File: src/rtl/rptr_empty_ctrl.sv
// Read-side pointer, empty flag and fill-level status for a dual-clock FIFO (read clock domain).
// Define RPTR_LEVEL_EN to build the fill-level / almost-empty logic; otherwise rlevel=0 and ralmost_empty mirrors rempty.
module rptr_empty_ctrl #(
    parameter int ADDR_LINES    = 8,
    parameter int AEMPTY_THRESH = 16
) (
    input  logic                  rclk,
    input  logic                  rrst,
    input  logic                  rinc,
    input  logic [ADDR_LINES:0]   rq2_wptr,
    output logic [ADDR_LINES-1:0] raddr,
    output logic [ADDR_LINES:0]   rptr,
    output logic                  rempty,
    output logic                  ralmost_empty,
    output logic [ADDR_LINES:0]   rlevel,
    output logic                  rerr_underflow
);
    localparam int PW = ADDR_LINES + 1;

    logic [PW-1:0] rbin;
    logic [PW-1:0] rbinnext;
    logic [PW-1:0] rgraynext;
    logic          rd_fire;

    assign rd_fire   = rinc & ~rempty;
    assign rbinnext  = rbin + PW'(rd_fire);
    assign rgraynext = (rbinnext >> 1) ^ rbinnext;
    assign raddr     = rbin[ADDR_LINES-1:0];

    // Empty is judged on the next pointer so the flag rises on the edge that takes the last word.
    always_ff @(posedge rclk) begin
        if (rrst) begin
            rbin           <= '0;
            rptr           <= '0;
            rempty         <= 1'b1;
            rerr_underflow <= 1'b0;
        end else begin
            rbin           <= rbinnext;
            rptr           <= rgraynext;
            rempty         <= (rgraynext == rq2_wptr);
            rerr_underflow <= rerr_underflow | (rinc & rempty);
        end
    end

`ifdef RPTR_LEVEL_EN
    localparam logic [PW-1:0] THRESH = PW'(AEMPTY_THRESH);

    logic [PW-1:0] wbin_s;
    logic [PW-1:0] level_next;

    // Gray-to-binary: each bit is the XOR of itself and all higher Gray bits.
    always_comb begin
        wbin_s = '0;
        for (int i = 0; i < PW; i++)
            wbin_s[i] = ^(rq2_wptr >> i);
    end

    assign level_next = wbin_s - rbinnext;

    always_ff @(posedge rclk) begin
        if (rrst) begin
            rlevel        <= '0;
            ralmost_empty <= 1'b1;
        end else begin
            rlevel        <= level_next;
            ralmost_empty <= (level_next <= THRESH);
        end
    end
`else
    assign rlevel        = '0;
    assign ralmost_empty = rempty;
`endif

endmodule

File: config.mk
export PLATFORM = sky130hd
export DESIGN_NAME = rptr_empty_ctrl
export DESIGN_NICKNAME = d
export VERILOG_FILES = /design/src/rtl/rptr_empty_ctrl.sv
export SDC_FILE = /design/constraint.sdc
export NUM_CORES = 1
export LEC_CHECK = 0
export ABC_AREA = 1
export CAP_MARGIN = 20
export CORE_MARGIN = 2
export CORE_UTILIZATION = 30
export CTS_CLUSTER_SIZE = 25
export DETAILED_ROUTE_END_ITERATION = 12
export PLACE_DENSITY = 0.58
export SETUP_SLACK_MARGIN = 0.05
export SLEW_MARGIN = 20
export SYNTH_ARGS = -nofsm -noshare
export SYNTH_HDL_FRONTEND = slang
export SYNTH_SLANG_ARGS = --single-unit
File: constraint.sdc
create_clock -name rclk -period 2 [get_ports rclk]
set_input_delay 0.2 -clock rclk [delete_from_list [all_inputs] [get_ports rclk]]
set_output_delay 0.2 -clock rclk [all_outputs]
set_load 0.01 [all_outputs]
# --- After elaboration in Yosys (flattened, before gate mapping) ---
# Cells that the tools add are included.
op_classes:
  add_sub_neg: 1
  eq_ne: 1
  bitwise: 5
op_table:
  columns: ["op", "count"]
  rows:
  - ["$add 9x1->9", 1]
  - ["$eq 9x9->1", 1]
  - ["$xor 8x9->9", 1]
  - ["$and 1x1->1", 2]
  - ["$not 1->1", 1]
  - ["$or 1x1->1", 1]
word_totals:
  register_bits: 20
  input_bits: 12
  output_inout_bits: 29
  wordCells: 11

# --- Longest topological paths before layout ---
# Gate-level depths: netlist (run 1).
depth:
  depth_word: 5
  ltp_mapped: 16

# --- Worst setup path after synthesis (run 1) ---
# No wires, ideal clock.
synth_path:
  path_type: "register to register"
  start: "reg rempty (netlist: ralmost_empty)"
  end: "reg rempty (netlist: ralmost_empty)"
  setup_ns: 0.113
  arrival_time_ns: 1.616
  required_time_ns: 1.887
  slack_ns: 0.271
  path_stages_with_launch: 15
  n_path_buf: 0
  path_cell_list: "dfxtp_1 -> nor2_1 -> ha_1 -> ha_1 -> nand2_2 -> nor2_4 -> nand2_1 -> nand2_1 -> nand2_1 -> nand2_1 -> nand2_1 -> nor2_1 -> nor2_1 -> nand3_1 -> nand2_1"
synth_via:
  elab_chain_len: 5
synth_rtl:
  columns: ["element", "line", "rtl"]
  rows:
  - ["start, declared", "13", "output logic rempty,"]
  - ["start signal, assigned", "40", "rempty <= (rgraynext == rq2_wptr);"]
  - ["$not 1->1", "25", "assign rd_fire = rinc & ~rempty;"]
  - ["$and 1x1->1", "25", null]
  - ["$add 9x1->9", "26", "assign rbinnext = rbin + PW'(rd_fire);"]
  - ["$xor 8x9->9", "27", "assign rgraynext = (rbinnext >> 1) ^ rbinnext;"]
  - ["$eq 9x9->1", "40", null]
# Every way passes these cells.
# A chain may end at the register's enable or synchronous reset.

# --- Worst setup path in the final report (run 1) ---
# Ends and elaborated chain as after synthesis.

==> results.cfg, run 1 <==
[run_status]
status = finished clean

[drt]
drt-vias-per-instance = 4.26
drt_iter0_markers = 41
dr.pass1.iters = 4
final_antenna_net_count = 0
wl_per_cell_um = 9.38
vias = 1282
wl_um = 2820
remaining_drc_errors = 0

[clocking]
root_buffer = clkbuf_8
cts_tree = yes
clk_latency_ns = 0.26
numCtsBuffers = 3
ctsHoldBuffers = 0
cts_sinks = 19
clk_pin_slew_ns = 0.07
cts.path.max_buffers = 2
htreeDepth = 1

[sta]
skew_ns = 0.00102
hold_violations = 0
maxSlewViolCount = 0
setup_violations = 0
rsz0062_at_grt = true
final.period_utilization_pct = 88.6
fmax_mhz = 564
min_period_ns = 1.77

[final_layout]
num_antenna_cells = 0
post-route-util_pct = 46.5
multi_input_area_um2 = 771
seqCellArea_um2 = 382
drive_gt1_share_pct = 26.7
fin_nets = 267
area_growth_pct = 51.9
fin_cells = 301
fillCellCount = 418

[global_route]
overflow = 0
grt_util_all_layers_pct = 13.7
grt_pass1_wl_um = 4710
grt_max_degree = 20
antenna_found_initial = 0
grt_pass1_vias = 1165

[floorplan]
io_pins = 41
die_h_um = 67.4
die_area_um2 = 4540
rows = 23
die_w_um = 67.4
start_util_pct = 30.6
coreArea_um2 = 3940

[worst_hold_path]
hold_path.class = in2reg

[power]
ir_drop_v = 0.000174
p_leak_nw = 0.857
powerDensity_nw_per_um2 = 438
total_power_mw = 0.802

[synthesis]
synthArstFlopShare_pct = 0
ys_top_cells_by_count = nand2_1 (74), inv_1 (21), nor2_1 (21)
yosys_register_bits = 19
synth.most_common_cell = nand2_1
syn_avg_cell_area_um2 = 6.15
synth_edf_count = 0
ys_types = 16
ys_top_cells_by_area = dfxtp_1 (32%), nand2_1 (23%), nand3_1 (8.3%)
synth_top_area_share_pct = 31.5
yosysTopAreaCell = dfxtp_1
synth_area_um2 = 1210
ys_seq_area_share_pct = 31.5
synth_ff_type = dfxtp_1
yosys_warnings = 0
syn_inst = 196

[flow_run]
maxCapViolations = 0

[place]
hpwlAfterDp_um = 2190
gp_congestion = 0.731
placed_cells = 293
portBuffers = 31

[critical_path]
crit_fanout = 5
slowest_stage = dfxtp_2
path_class = reg2reg
critPathLaunchType = register
critPathBufInv = 2
crit_family = simple AND/OR/NAND/NOR gates
crit_chain = nor2_4, ha_4, ha_4, buf_4, inv_1, nand2_1, nand2_2, nand2_1, nand3_1, nand3_1, nor2_1, nand2_1, nor2_1, nand3_1, nand2_1
endpoint_kind = register
critPathMaxStageDelay_ns = 0.36
crit_arrival_ns = 1.98
cp_common_cell = nand2_1
required_ns = 2.21
[power by group]
group | total [mW] | switching, mW | leakage, nW | internal (mW)
registers | 0.394 | 0.00704 | 0.154 | 0.387
logic | 0.128 | 0.0581 | 0.680 | 0.0703
clock network | 0.280 | 0.138 | 0.0228 | 0.142
[flip-flops by register name (all words and copies together), names as in the netlist]
| signal | flops |
|---|---|
| ralmost_empty | 1 |
| rerr_underflow | 1 |
| rbin | 8 |
| rptr | 9 |
[logic make-up (layout without fill, tap and decap cells)]
group / count (synthesis) / after routing / synth area share (%)
AOI/OAI and AO/OA: 6 / 6 / 2.49
adders and majority gates: 3 / 3 / 3.11
buffers and inverters: 34 / 81 / 14.3
DFF: 19 / 19 / 31.5
other: 1 / 9 / 0.311
and+or+nand+nor: 133 / 133 / 48.2
[final timing paths]
path / startpoint / end / slack, ns / cells past startpoint
setup reg to reg: ralmost_empty / ralmost_empty / 0.23 / 15
setup / recovery: ralmost_empty / ralmost_empty / 0.23 / 15
hold reg to reg: rerr_underflow / rerr_underflow / 0.48 / 2
hold / removal: rinc / rerr_underflow / 0.31 / 3
[through the flow]
stage | setup TNS, ns | cell area, um^2 | worst slack (ns) | hold slack [ns]
final | 0 | 1830 | 0.228 | 0.314
after global routing | 0 | 1830 | 0.0111 | 0.349
after CTS | 0 | 1760 | 0.108 | 0.316
after detailed placement | -0.888 | 1670 | -0.311 | 0.466
after global placement | -0.684 | 1670 | -0.267 | 0.469
after floorplan | 0 | 1240 | 0.271 | 0.345
[cell type report]
cell class / instances / area share [%]
multi-input cells: 151 / 42.1
repair buffers: 55 / 26.7
flip-flops and latches: 19 / 20.8
inverters: 22 / 4.51
well taps: 50 / 3.42
clock buffers: 4 / 2.46
[worst min-delay path: cells and delay by family]
kind,cells,cell delay [ns]
compound gates,1,0.07
buf+inv,1,0.21
simple gates,1,0.07
[timing repair]
item	in CTS	in global routing
hold endpoints to repair	0	0
cloned	0	0
setup endpoints to repair	1	1
setup buffers	2	2
pin swaps	8	11
resized for setup	9	19
[routing by layer]
layer  routed length [um]  up-vias  share of wire (%)  GRT usage (%)
met5                    0        -                  0              0
li1                     -      689                  -              -
met1                 1220      561                 43           15.4
met4                   29        0                1.0           4.59
met3                  137        4                4.9           2.50
met2                 1440       28                 51           25.9
[layout by cell type (no fill, tap or decap), types with 3 or more instances in the layout]
cell and n:
nor2_1 17, nand2_1 62, nor2_2 5, clkbuf_8 3, conb_1 9, nand2_2 23, buf_4 24, a21oi_1 6
dfxtp_1 18, clkdlybuf4s50_1 30, nand3_1 18, inv_1 20, nor2_4 3
Note: power is estimated with default switching activity, not from simulation.
==> inputs of run 2 (changes only) <==
Settings changed: ABC_AREA 1 to 0, ABC_CLOCK_PERIOD_IN_PS set to 2000, TNS_END_PERCENT set to 30.
==> run 2 against run 1 <==
  * The run now ends with negative setup slack left
  * Core utilization grew 2.1 points
  * First-iteration DRC count shrank 44%
  * Via count shrank 15%
  * Highest routed layer unchanged
  * Sequential cell count is the same
  * Setup slack lost 0.26 ns
  * Synthesized cell count shrank 31%
==> results.cfg, run 2 <==
[final_layout]
num_antenna_cells = 0
final_cell_area_um2 = 1920
area_growth_pct = 58.7
final_common_cell = buf_4
post-route-util_pct = 48.6
largest_register_ffs = 9
largestRegisters = rptr (9), rbin (8)
regMostFlops = rptr
fin_nets = 211
drive_gt1_share_pct = 31.3
fillCellCount = 364
mostFrequentLayoutCells = buf_4 (32), clkdlybuf4s50_1 (30), nor2_1 (19), dfxtp_1 (18), xnor2_1 (12)

[run_status]
violations = negative setup slack
status = finished, violations left

[place]
portBuffers = 31
placed_area_um2 = 1740
hpwlAfterDp_um = 2250
gp_congestion = 0.905
pre_cts_slack_ns = -0.494

[synthesis]
ys_top_cells_by_area = dfxtp_1 (32%), xnor2_1 (8.7%), xor2_1 (8.7%)
synth_top_area_share_pct = 31.5
ys_top_cells_by_count = dfxtp_1 (19), nor2_1 (19), xnor2_1 (12), xor2_1 (12), buf_4 (11)
ys_types = 40
synth_ff_type = dfxtp_1
yosysTopAreaCell = dfxtp_1
synth_area_um2 = 1210
yosys_register_bits = 19
syn_avg_cell_area_um2 = 8.88
synthArstFlopShare_pct = 0
syn_inst = 136
ys_seq_area_share_pct = 31.5
synth_edf_count = 0
yosys_warnings = 0

[critical_path]
required_ns = 2.19
crit_arrival_ns = 2.22
path_class = reg2reg
endpoint_kind = register
crit_fanout = 8
critPathLaunchType = register

[sta]
finalSetupTns_ns = -0.0310
timing.final.ws_setup_ns = -0.0310
fin_hold_ws_ns = 0.338
min_period_ns = 2.03
final.period_utilization_pct = 102
maxSlewViolCount = 0
rsz0062_at_grt = true
hold_violations = 0
skew_ns = 0.0126
setup_violations = 1
fmax_mhz = 492

[power]
p_leak_nw = 0.762
p_switching_mw = 0.198
clkPwrFrac_pct = 34.1
p_int_mw = 0.600
power_frac_seq_pct = 49.5
ir_drop_v = 0.000225
switching_share_pct = 24.8
powerDensity_nw_per_um2 = 417
power_frac_comb_pct = 16.5

[global_route]
overflow = 0
antenna_found_initial = 0
grt_pass1_vias = 1052
grt_max_degree = 12
grt_pass1_wl_um = 4820
grt_util_all_layers_pct = 14.4

[drt]
dr.pass1.iters = 4
drt-vias-per-instance = 4.47
remaining_drc_errors = 0
wl_um = 2950
drt_iter0_markers = 23
final_antenna_net_count = 0
vias = 1096
wl_per_cell_um = 12.0

[clocking]
cts_sinks = 19
ctsHoldBuffers = 0
root_buffer = clkbuf_8
clk_pin_slew_ns = 0.08
cts.path.max_buffers = 2
htreeDepth = 1
numCtsBuffers = 3
clk_latency_ns = 0.26
cts_tree = yes

[floorplan]
start_util_pct = 30.6
io_pins = 41
die_h_um = 67.4
die_w_um = 67.4
rows = 23
coreArea_um2 = 3940
die_area_um2 = 4550

[worst_hold_path]
hold_path.class = in2reg

[flow_run]
maxCapViolations = 0
-- run 2: cell types whose count changed after synthesis, sizes merged, moves of 4 or more --
cell   change
nor2       -5
xnor2     +13
nand2     -81
nor2b      +4
inv       -21
nand3     -12
o21ai      +7
buf        +6
xor2      +12
-- run 2: stage by stage --
step                total power [mW]  std cells
floorplan                      0.477        144
global placement               0.522        235
detailed placement             0.523        235
CTS                            0.807        243
global route                   0.838        245
finish                         0.799        245
-- run 2: cell families after synthesis --
family	synth area share, %
adders and majority gates	3.11
muxes	2.59
DFF	31.5
and+or+nand+nor	19.6
buffers and inverters	10.4
xor gates and xnor gates	20.7
other	0.311
AOI/OAI and AO/OA	11.8
-- run 2: worst max-delay path, stage by stage, from the launching register on --
cell	delay (ns)
dfxtp_4	0.36
nor2b_4	0.16
ha_4	0.15
ha_4	0.20
and2_4	0.17
a31oi_1	0.05
a2bb2oi_2	0.19
and2_1	0.16
a2111oi_2	0.32
a41o_1	0.20
-- run 2: power by group through the flow --
stage / Combinational (mW) / Clock, mW / Sequential, mW
final: 0.131 / 0.272 / 0.395
after global routing: 0.145 / 0.297 / 0.396
after CTS: 0.129 / 0.283 / 0.395
after detailed placement: 0.121 / 0 / 0.402
after global placement: 0.120 / 0 / 0.402
after floorplan: 0.0719 / 0 / 0.405
-- run 2: path summary, 6_finish.rpt --
path	startpoint	endpoint	slack (ns)	cells after the start
worst max-delay path	ralmost_empty	ralmost_empty	-0.03	9
worst min-delay path	rinc	rerr_underflow	0.34	3
worst max register to register	ralmost_empty	ralmost_empty	-0.03	9
worst min register to register	rerr_underflow	rerr_underflow	0.49	2
-- run 2: repair_timing --
item | CTS | global route
cloned | 0 | 0
buffers inserted | 4 | 2
setup endpoints to repair | 1 | 3
pin swaps | 9 | 3
resized for setup | 16 | 2
-- run 2: routing by layer --
layer / part of all wire, % / vias to the layer above / track usage [%]
met4: 3.0 / 0 / 7.40
met5: 0 / - / 0
met3: 4.4 / 7 / 2.83
met1: 43 / 510 / 17.9
met2: 50 / 29 / 23.5
li1: - / 550 / -
-- run 2: final cells by class --
| cell class | count | area, um^2 | share of cell area (%) |
|---|---|---|---|
| Clock buffer | 3 | 41.3 | 2.16 |
| Clock inverter | 1 | 5.00 | 0.261 |
| Inverter | 1 | 3.75 | 0.196 |
| Multi-Input combinational cell | 106 | 847 | 44.2 |
| Sequential cell | 19 | 384 | 20.1 |
| Tap cell | 50 | 62.6 | 3.27 |
| Timing Repair Buffer | 65 | 572 | 29.8 |
